<file path="config.mk">
export PLATFORM = sky130hd
export DESIGN_NAME = aes_round_sequencer
export DESIGN_NICKNAME = d
export VERILOG_FILES = /design/src/rtl/aes_round_sequencer.sv
export SDC_FILE = /design/constraint.sdc
export NUM_CORES = 1
export LEC_CHECK = 0
export ABC_AREA = 1
export ABC_CLOCK_PERIOD_IN_PS = 1500
export CORE_MARGIN = 2
export CORE_UTILIZATION = 45
export CTS_CLUSTER_DIAMETER = 40
export DETAILED_ROUTE_END_ITERATION = 16
export PLACE_DENSITY = 0.77
export SLEW_MARGIN = 20
export SYNTH_ARGS = -nofsm -noshare
export SYNTH_HDL_FRONTEND = slang
export SYNTH_SLANG_ARGS = --single-unit
</file>
<file path="constraint.sdc">
create_clock -name clk -period 1.5 [get_ports clk]
set_input_delay 0.225 -clock clk [delete_from_list [all_inputs] [get_ports clk]]
set_output_delay 0.225 -clock clk [all_outputs]
set_load 0.05 [all_outputs]
</file>
<file path="src/rtl/aes_round_sequencer.sv">
// Control FSM sequencing an iterative AES round datapath: accept, optional key expansion, load, NR rounds, hold.
// Optional macro AES_SEQ_DECRYPT_EN reverses the round-key order for blocks latched with in_decrypt=1.
module aes_round_sequencer #(
  parameter int unsigned NR    = 10,
  parameter int unsigned IDX_W = 4
) (
  input  logic             clk,
  input  logic             rst,
  input  logic             in_valid,
  output logic             in_ready,
  input  logic             in_new_key,
  input  logic             in_decrypt,
  output logic             key_exp_start,
  input  logic             key_exp_done,
  output logic             dp_load,
  output logic             dp_round_en,
  output logic [IDX_W-1:0] dp_round_idx,
  output logic [IDX_W-1:0] dp_key_idx,
  output logic             dp_final,
  output logic             out_valid,
  input  logic             out_ready,
  output logic             busy
);

  localparam logic [2:0] S_IDLE   = 3'd0;
  localparam logic [2:0] S_KEYEXP = 3'd1;
  localparam logic [2:0] S_LOAD   = 3'd2;
  localparam logic [2:0] S_ROUND  = 3'd3;
  localparam logic [2:0] S_HOLD   = 3'd4;

  localparam logic [IDX_W-1:0] LAST = IDX_W'(NR);

  logic [2:0]       state_q, state_n;
  logic [IDX_W-1:0] cnt_q, cnt_n, cnt_inc;
  logic             kstart_n, load_n, en_n, final_n, ov_n;
  logic [IDX_W-1:0] idx_n, key_n;

`ifdef AES_SEQ_DECRYPT_EN
  logic dec_q, dec_n;
`else
  logic unused_decrypt;
  assign unused_decrypt = in_decrypt;
`endif

  assign cnt_inc  = cnt_q + IDX_W'(1);
  assign in_ready = (state_q == S_IDLE) && !rst;
  assign busy     = (state_q != S_IDLE);

  // Next state and next registered outputs; outputs follow the state being entered.
  always_comb begin
    state_n  = state_q;
    cnt_n    = cnt_q;
    kstart_n = 1'b0;
    load_n   = 1'b0;
    en_n     = 1'b0;
    final_n  = 1'b0;
    ov_n     = 1'b0;
    idx_n    = '0;
`ifdef AES_SEQ_DECRYPT_EN
    dec_n    = dec_q;
`endif
    case (state_q)
      S_IDLE: begin
        if (in_valid) begin
`ifdef AES_SEQ_DECRYPT_EN
          dec_n = in_decrypt;
`endif
          if (in_new_key) begin
            state_n  = S_KEYEXP;
            kstart_n = 1'b1;
          end else begin
            state_n = S_LOAD;
            load_n  = 1'b1;
          end
        end
      end
      S_KEYEXP: begin
        if (key_exp_done) begin
          state_n = S_LOAD;
          load_n  = 1'b1;
        end
      end
      S_LOAD: begin
        state_n = S_ROUND;
        cnt_n   = IDX_W'(1);
        en_n    = 1'b1;
        idx_n   = IDX_W'(1);
        final_n = (LAST == IDX_W'(1));
      end
      S_ROUND: begin
        if (cnt_q == LAST) begin
          state_n = S_HOLD;
          cnt_n   = '0;
          ov_n    = 1'b1;
        end else begin
          cnt_n   = cnt_inc;
          en_n    = 1'b1;
          idx_n   = cnt_inc;
          final_n = (cnt_inc == LAST);
        end
      end
      S_HOLD: begin
        if (out_ready) state_n = S_IDLE;
        else           ov_n    = 1'b1;
      end
      default: state_n = S_IDLE;
    endcase
`ifdef AES_SEQ_DECRYPT_EN
    key_n = (load_n || en_n) ? (dec_n ? LAST - idx_n : idx_n) : '0;
`else
    key_n = idx_n;
`endif
  end

  // State, counter and output registers.
  always_ff @(posedge clk or posedge rst) begin
    if (rst) begin
      state_q       <= S_IDLE;
      cnt_q         <= '0;
      key_exp_start <= 1'b0;
      dp_load       <= 1'b0;
      dp_round_en   <= 1'b0;
      dp_round_idx  <= '0;
      dp_key_idx    <= '0;
      dp_final      <= 1'b0;
      out_valid     <= 1'b0;
`ifdef AES_SEQ_DECRYPT_EN
      dec_q         <= 1'b0;
`endif
    end else begin
      state_q       <= state_n;
      cnt_q         <= cnt_n;
      key_exp_start <= kstart_n;
      dp_load       <= load_n;
      dp_round_en   <= en_n;
      dp_round_idx  <= idx_n;
      dp_key_idx    <= key_n;
      dp_final      <= final_n;
      out_valid     <= ov_n;
`ifdef AES_SEQ_DECRYPT_EN
      dec_q         <= dec_n;
`endif
    end
  end

endmodule

</file>
==> run metrics, run 1 <==
Max Cap Violations=0; Reg power frac=30.2%; worst rel slew slack=82.0%; Sw Pwr=1070 uW; Initial Util=49.6%; Placed Instances=119; flops & latches, synth=16; CTS tree=done; Inserted Clock Buffers=3; Via density=5.08; maximum vdd drop=1.01 mV; Peak Freq=687 MHz; GRT Total Usage=15.7%; synth warn=0; clock power share=10.2%; clk sinks=16; clock root buffer=clkbuf_4; total grt overflow=0; fin util=65.1%; routability cong.=0.837; FP Rows=14; min Tclk post-route=1.46 ns; worst-path cell chain=nor2_4 -> nand2_4 -> nor2_4 -> buf_12; Yosys top cell by area=dfrtp_1; largest family of logic cells by synthesized area=simple AND/OR/NAND/NOR gates; Worst Skew=0.00200 ns; clk slew on worst S/H paths=0.08 ns; Post-Synthesis Cells=84; Die Ht=45.5 um; syn avg cell area=9.21 sq um; hpwl dp=1.01 mm; H-tree Lvls=1; die width=45.5 um; Unique masters post-synth=18; combinational power share=59.6%; synthesized cell area=773 sq um; drt total wl=1.40 mm; Layout Cells excl Fill=123; Area Overhead vs Synth=31.2%; area share of the largest cell type after synthesis=51.8%; most frequent CP cell=nor2_4; io pins=22; Finish-stage setup viols=0; DRT Pass-1 Iters=4; Final WS setup=0.0438 ns; Crit path required time=1.27 ns; vias in the first global route=583; sw frac=50.0%; pwr dens=2110 mW/mm^2; startpoint types=flop; status=completed; Synth Area in Compound Gates=8.58%; core box area=0.00156 sq mm; main area contributors after synthesis=dfrtp_1 (52%), nand2_1 (8.3%), inv_1 (5.8%), ha_1 (4.9%), nor2_1 (4.9%); register area share after synthesis=51.8%; Max stage delay cell, worst path=dfrtp_2; Clock Latency Late Sink=0.28 ns; Antenna diodes=0; Simple-Gate Fraction of Synth Area=22.5%; period utilisation layout=97.1%; Post-Synth XOR/XNOR Area=1.13%; Final #Nets=119; dpl ws=0.112 ns; Int Pwr=1070 uW; routed length per instance=11.4 um; CP max stage delay=0.45 ns; Iteration-0 DRC Markers=10; final hold violations=0; share of cells above drive strength 1=31.8%; largest net degree at the start of global routing=17; CP endpoint kind=output pin; RSZ-0062 raised after global routing=yes; Worst Path Buf+Inv=1; max-slew violations=0; routed via count=625; ANT nets after route=0; DRC=0; CP max FO=5; Bufs on Longest Clock Path=2; Top delay family on crit path=flip-flops; Worst-Margin Slew=0.268 ns; initial antenna violation count=0; Crit Path Category=reg2out; hold buffer count at CTS=0; Port Buffers=20; mux contribution to synthesized area=0%; static leakage=0.000538 uW; total die area=0.00207 sq mm; first-pass GRT wire length=2.30 mm; adder-cell area share of the yosys netlist=4.85%; CP arrival=1.23 ns; Hold Crit Class=in2async; Mapped Nets=94
[layout by cell type (no fill, tap or decap), drive strengths merged, types with 3 or more instances in the layout]
cell / Yosys / routed
ha: 3 / 3
o22ai: 3 / 3
dfrtp: 16 / 16
buf: 5 / 20
o21ai: 4 / 4
clkbuf: 0 / 3
clkdlybuf4s50: 0 / 5
nand3: 6 / 6
nand2: 18 / 18
inv: 12 / 12
nor2: 11 / 11
[flip-flops by register name, summed over array words and instances, names as in the netlist]
register       cells
state_q            3
dp_load            1
out_valid          1
dp_key_idx         4
dp_round_en        1
cnt_q              4
dp_final           1
key_exp_start      1
[logic make-up after synthesis]
family | Yosys count
AND/OR/NAND/NOR | 37
buffers and inverters | 17
flip-flops | 16
AO/OA/AOI/OAI | 10
adder cells (fa/ha/maj) | 3
XOR/XNOR | 1
[cell usage after synthesis]
cell	n
inv_1	12
o21ai_0	3
ha_1	3
o22ai_1	3
nand4_1	2
o211ai_2	1
nand3_4	1
nand3_1	5
nand2_1	17
dfrtp_1	16
buf_4	4
o21ai_1	1
nand2_2	1
buf_6	1
o31ai_1	2
nor2_1	10
xnor2_1	1
nor2_4	1
[worst min-delay path: cells and delay by family]
family / cells / cell delay, ns
buf+inv: 3 / 0.74
[per-stage QoR]
step                area [sq um]  power [uW]  setup TNS (ns)  hold WS [ns]
floorplan                    783        1570               0         0.139
global placement             967        1860               0         0.556
detailed placement           967        1880               0         0.578
CTS                         1010        2120               0         0.332
global route                1010        2290         -0.0111         0.345
finish                      1010        2140               0         0.319
[what timing repair did]
action / in CTS / in global routing
buffers inserted: 1 / 0
gates resized for setup: 4 / 3
endpoints found under the setup margin: 2 / 3
pin swaps: 0 / 0
[power by group through the flow]
stage          Sequential [uW]  Clock [uW]  Combinational [uW]
2_1_floorplan              854           0                 718
3_3_place_gp               636           0                1230
3_5_place_dp               641           0                1240
4_1_cts                    641         221                1260
5_1_grt                    663         244                1380
6_report                   646         219                1270
[cell type report]
cell class | instances | area, sq um
well taps | 16 | 20.0
repair buffers | 25 | 213
multi-input cells | 51 | 312
inverters | 12 | 45.0
flip-flops and latches | 16 | 403
fillers | 126 | 544
clock buffers | 3 | 22.5
[worst paths after layout]
path,start,to,slack [ns],depth (start not counted)
setup / recovery,state_q[1],in_ready,0.04,4
hold / removal,rst,dp_key_idx[3],0.32,3
setup reg to reg,cnt_q[0],cnt_q[3],0.21,7
hold reg to reg,cnt_q[1],dp_key_idx[1],0.58,2
max in group asynchronous,rst,state_q[1],0.99,3
min in group clk,in_new_key,key_exp_start,0.54,3
[routing by layer]
metal	track usage [%]	up-vias	wire length [um]
met4	8.82	0	29
met1	19.3	275	625
met2	25.9	32	672
li1	-	313	-
met3	2.38	5	73
met5	0	-	0
Note: power is estimated with default switching activity, not from simulation.
==> inputs of run 2 (changes only) <==
- SETUP_SLACK_MARGIN: not set -> 0.2
==> run metrics, run 2 (synthesis results as in run 1) <==
status=completed; Placed Instances=119; CP max FO=4; clk slew on worst S/H paths=0.09 ns; first-pass GRT wire length=2.68 mm; vias in the first global route=641; dpl ws=0.0998 ns; Peak Freq=696 MHz; total die area=0.00207 sq mm; Max Cap Violations=0; global routing usage on met2=28.7%; die width=45.5 um; Power, Total=2480 uW; commonest non-fill, non-tap cells in the layout=buf_4 (20), nand2_1 (15), dfrtp_1 (15); Crit Path Category=reg2out; Layout Cells excl Fill=128; pwr dens=2200 mW/mm^2; worst r2r dst=dp_final; startpoint types=flop; clock root buffer=clkbuf_4; clk sinks=16; io pins=22; routed via count=687; Final #Nets=123; H-tree Lvls=1; commonest non-fill, non-tap cell in the layout=buf_4; DRC=0; Via density=5.37; CP arrival=1.21 ns; static leakage=0.000580 uW; CTS tree=done; Sum Neg Setup Slack=0 ns; final hold violations=0; initial antenna violation count=0; Initial Util=49.6%; CP endpoint kind=output pin; Die Ht=45.5 um; Final WS setup=0.0642 ns; R2R setup slack=0.26 ns; Area Overhead vs Synth=45.6%; Top Registers=cnt_q x4, dp_key_idx x4, state_q x3; clock power share=11.3%; FP Rows=14; depth of the most critical reg-to-reg path=7; fin util=72.2%; Worst-Margin Slew=0.224 ns; Sw Pwr=1180 uW; Crit path required time=1.27 ns; largest net degree at the start of global routing=17; max-slew violations=0; Int Pwr=1310 uW; global route hottest layer=met2; core box area=0.00156 sq mm; RSZ-0062 raised after global routing=yes; maximum vdd drop=1.17 mV; Clock Latency Late Sink=0.28 ns; DRT Pass-1 Iters=4; GRT Total Usage=18.3%; sw frac=47.4%; min Tclk post-route=1.44 ns; worst rel slew slack=84.9%; routability cong.=0.837; share of cells above drive strength 1=36.6%; Finish-stage setup viols=0; CP endpoint=in_ready; Iteration-0 DRC Markers=17; combinational power share=62.3%; worst r2r src=state_q[1]; Worst Skew=0.00176 ns; drt total wl=1.68 mm; ANT nets after route=0; period utilisation layout=95.7%; Bufs on Longest Clock Path=2; Reg power frac=26.4%; global routing met3 resource utilization=4.76%; Hold Crit Class=in2async; total grt overflow=0; Critical path origin=state_q[2]; hpwl dp=1.06 mm; Antenna diodes=0; Port Buffers=20; met1 Usage GRT=23.2%; routed length per instance=13.1 um; Inserted Clock Buffers=3
[run 2: repair_timing]
action / 4_1_cts / 5_1_grt
buffers inserted: 4 / 1
setup endpoints to repair: 9 / 10
pin swaps: 1 / 3
resized for setup: 2 / 7
hold buffers: 0 / 0
[run 2: critical path, cell delays in order (launching register included)]
cell and delay (ns):
dfrtp_2 0.44, nor2_4 0.15, nand2_4 0.09, nor2_4 0.10, buf_12 0.14
[run 2: cell type report]
| type | count | area (sq um) |
|---|---|---|
| multi-input cells | 51 | 343 |
| repair buffers | 29 | 280 |
| clock buffers | 4 | 36.3 |
| inverters | 12 | 45.0 |
| well taps | 16 | 20.0 |
| flip-flops and latches | 16 | 402 |
| fillers | 106 | 433 |
[run 2: through the flow]
| stage | hold slack (ns) | area, sq um |
|---|---|---|
| floorplan | 0.139 | 797 |
| global placement | 0.560 | 1020 |
| detailed placement | 0.575 | 1020 |
| CTS | 0.322 | 1090 |
| global route | 0.364 | 1130 |
| finish | 0.320 | 1130 |
[run 2: how the worst min path moves through the flow]
stage                     to  depth (start not counted)  slack, ns     start
6_report             dp_load                          3       0.32       rst
5_1_grt             cnt_q[3]                          3       0.36       rst
4_1_cts        dp_key_idx[0]                          3       0.32       rst
3_5_place_dp   dp_key_idx[1]                          2       0.58  cnt_q[1]
3_3_place_gp   dp_key_idx[1]                          2       0.56  cnt_q[1]
2_1_floorplan       cnt_q[0]                          1       0.14       rst
[run 2: power groups by stage]
stage / clock network, uW / registers (uW) / logic [uW]
after global placement: 0 / 655 / 1340
after floorplan: 0 / 861 / 739
final: 281 / 655 / 1540
after CTS: 284 / 645 / 1450
after detailed placement: 0 / 662 / 1360
after global routing: 314 / 665 / 1650
[run 2: per-layer routing]
| metal | wire length [um] | vias to the layer above |
|---|---|---|
| li1 | - | 321 |
| met1 | 696 | 340 |
| met2 | 890 | 24 |
| met3 | 79 | 2 |
| met4 | 12 | 0 |
| met5 | 0 | - |
==> inputs of run 3 (changes only) <==
- ABC_CLOCK_PERIOD_IN_PS: 1500 -> 1850
- clock period: 1.5 -> 1.85 ns (I/O delays scaled with it)
==> run metrics, run 3 (synthesis results as in run 1) <==
routed via count=600; global routing met3 resource utilization=2.38%; Via density=5.08; DRC=0; die width=45.5 um; CP arrival=1.30 ns; clk slew on worst S/H paths=0.09 ns; H-tree Lvls=1; clock root buffer=clkbuf_4; Hold Crit Class=in2async; worst r2r src=cnt_q[0]; Final #Nets=114; RSZ-0062 raised after global routing=no; maximum vdd drop=0.825 mV; ANT nets after route=0; Die Ht=45.5 um; Worst-Margin Slew=0.570 ns; max-slew violations=0; FP Rows=14; GRT Total Usage=15.2%; total setup buffers inserted after CTS=0; CP endpoint kind=output pin; routed length per instance=11.1 um; Sum Neg Setup Slack=0 ns; clk sinks=16; hold slack=0.440 ns; global routing usage on met2=22.8%; fin util=63.2%; Finish-stage setup viols=0; Critical path origin=state_q[2]; period utilisation layout=85.5%; Design Area, Final=986 sq um; routability cong.=0.845; drt total wl=1.31 mm; startpoint types=flop; Clock Latency Late Sink=0.27 ns; final hold violations=0; Initial Util=49.6%; Worst Skew=0.00364 ns; commonest non-fill, non-tap cells in the layout=dfrtp_1 (16), nand2_1 (15), dlygate4sd2_1 (13); FF+latch area=400 sq um; Port Buffers=20; first-pass GRT wire length=2.29 mm; min Tclk post-route=1.58 ns; initial antenna violation count=0; Bufs on Longest Clock Path=2; commonest non-fill, non-tap cell in the layout=dfrtp_1; Peak Freq=632 MHz; Crit Path Category=reg2out; Antenna diodes=0; io pins=22; Top Registers=cnt_q x4, dp_key_idx x4, state_q x3; pwr dens=1650 mW/mm^2; total grt overflow=0; worst rel slew slack=62.0%; multi-input logic area=307 sq um; status=completed; Inserted Clock Buffers=3; CTS tree=done; Crit path required time=1.57 ns; total die area=0.00207 sq mm; hold buffer count at CTS=0; hpwl dp=944 um; DRT Pass-1 Iters=4; core box area=0.00156 sq mm; vias in the first global route=565; # resized after CTS=14; Power, Total=1630 uW; global route hottest layer=met2; largest net degree at the start of global routing=17; Area Overhead vs Synth=27.5%; Fill cells=124; share of cells above drive strength 1=13.7%; static leakage=0.000541 uW; met1 Usage GRT=21.8%; Post-DP Area=970 sq um; Iteration-0 DRC Markers=23; CP max FO=5; Max Cap Violations=0
==> run 3: routing by layer <==
metal | vias to the layer above | part of all wire (%)
li1 | 304 | -
met1 | 272 | 46
met2 | 22 | 48
met3 | 2 | 4.3
met4 | 0 | 0.99
met5 | - | 0
==> run 3: final timing paths <==
kind / cells past startpoint / slack, ns / endpoint
setup reg to reg: 7 / 0.43 / dp_final
hold reg to reg: 2 / 0.62 / out_valid
setup / recovery: 4 / 0.27 / in_ready
max in group asynchronous: 2 / 1.04 / state_q[0]
hold / removal: 2 / 0.44 / dp_key_idx[3]
min in group clk: 3 / 0.60 / key_exp_start
==> run 3: critical path, stage by stage (launching register included) <==
cell,delay (ns)
dfrtp_1,0.48
nor2_4,0.18
nand2_2,0.10
nor2_4,0.14
buf_12,0.14
==> run 3: area by class of cell <==
| type | instances | area share [%] |
|---|---|---|
| flip-flops and latches | 16 | 40.6 |
| multi-input cells | 51 | 31.1 |
| repair buffers | 20 | 19.4 |
| inverters | 12 | 4.57 |
| clock buffers | 3 | 2.28 |
| well taps | 16 | 2.03 |
==> run 3: report_power, final <==
part	leakage, uW	switching, uW	internal (uW)	total, uW
registers	0.000211	90.4	450	541
clock network	0.0000138	94.0	75.1	169
logic	0.000316	647	274	922
==> run 3: through the flow <==
step | cells | setup WS, ns
after floorplan | 84 | 0.318
after global placement | 115 | 0.342
after detailed placement | 115 | 0.327
after CTS | 118 | 0.226
after global routing | 118 | 0.174
final | 118 | 0.268
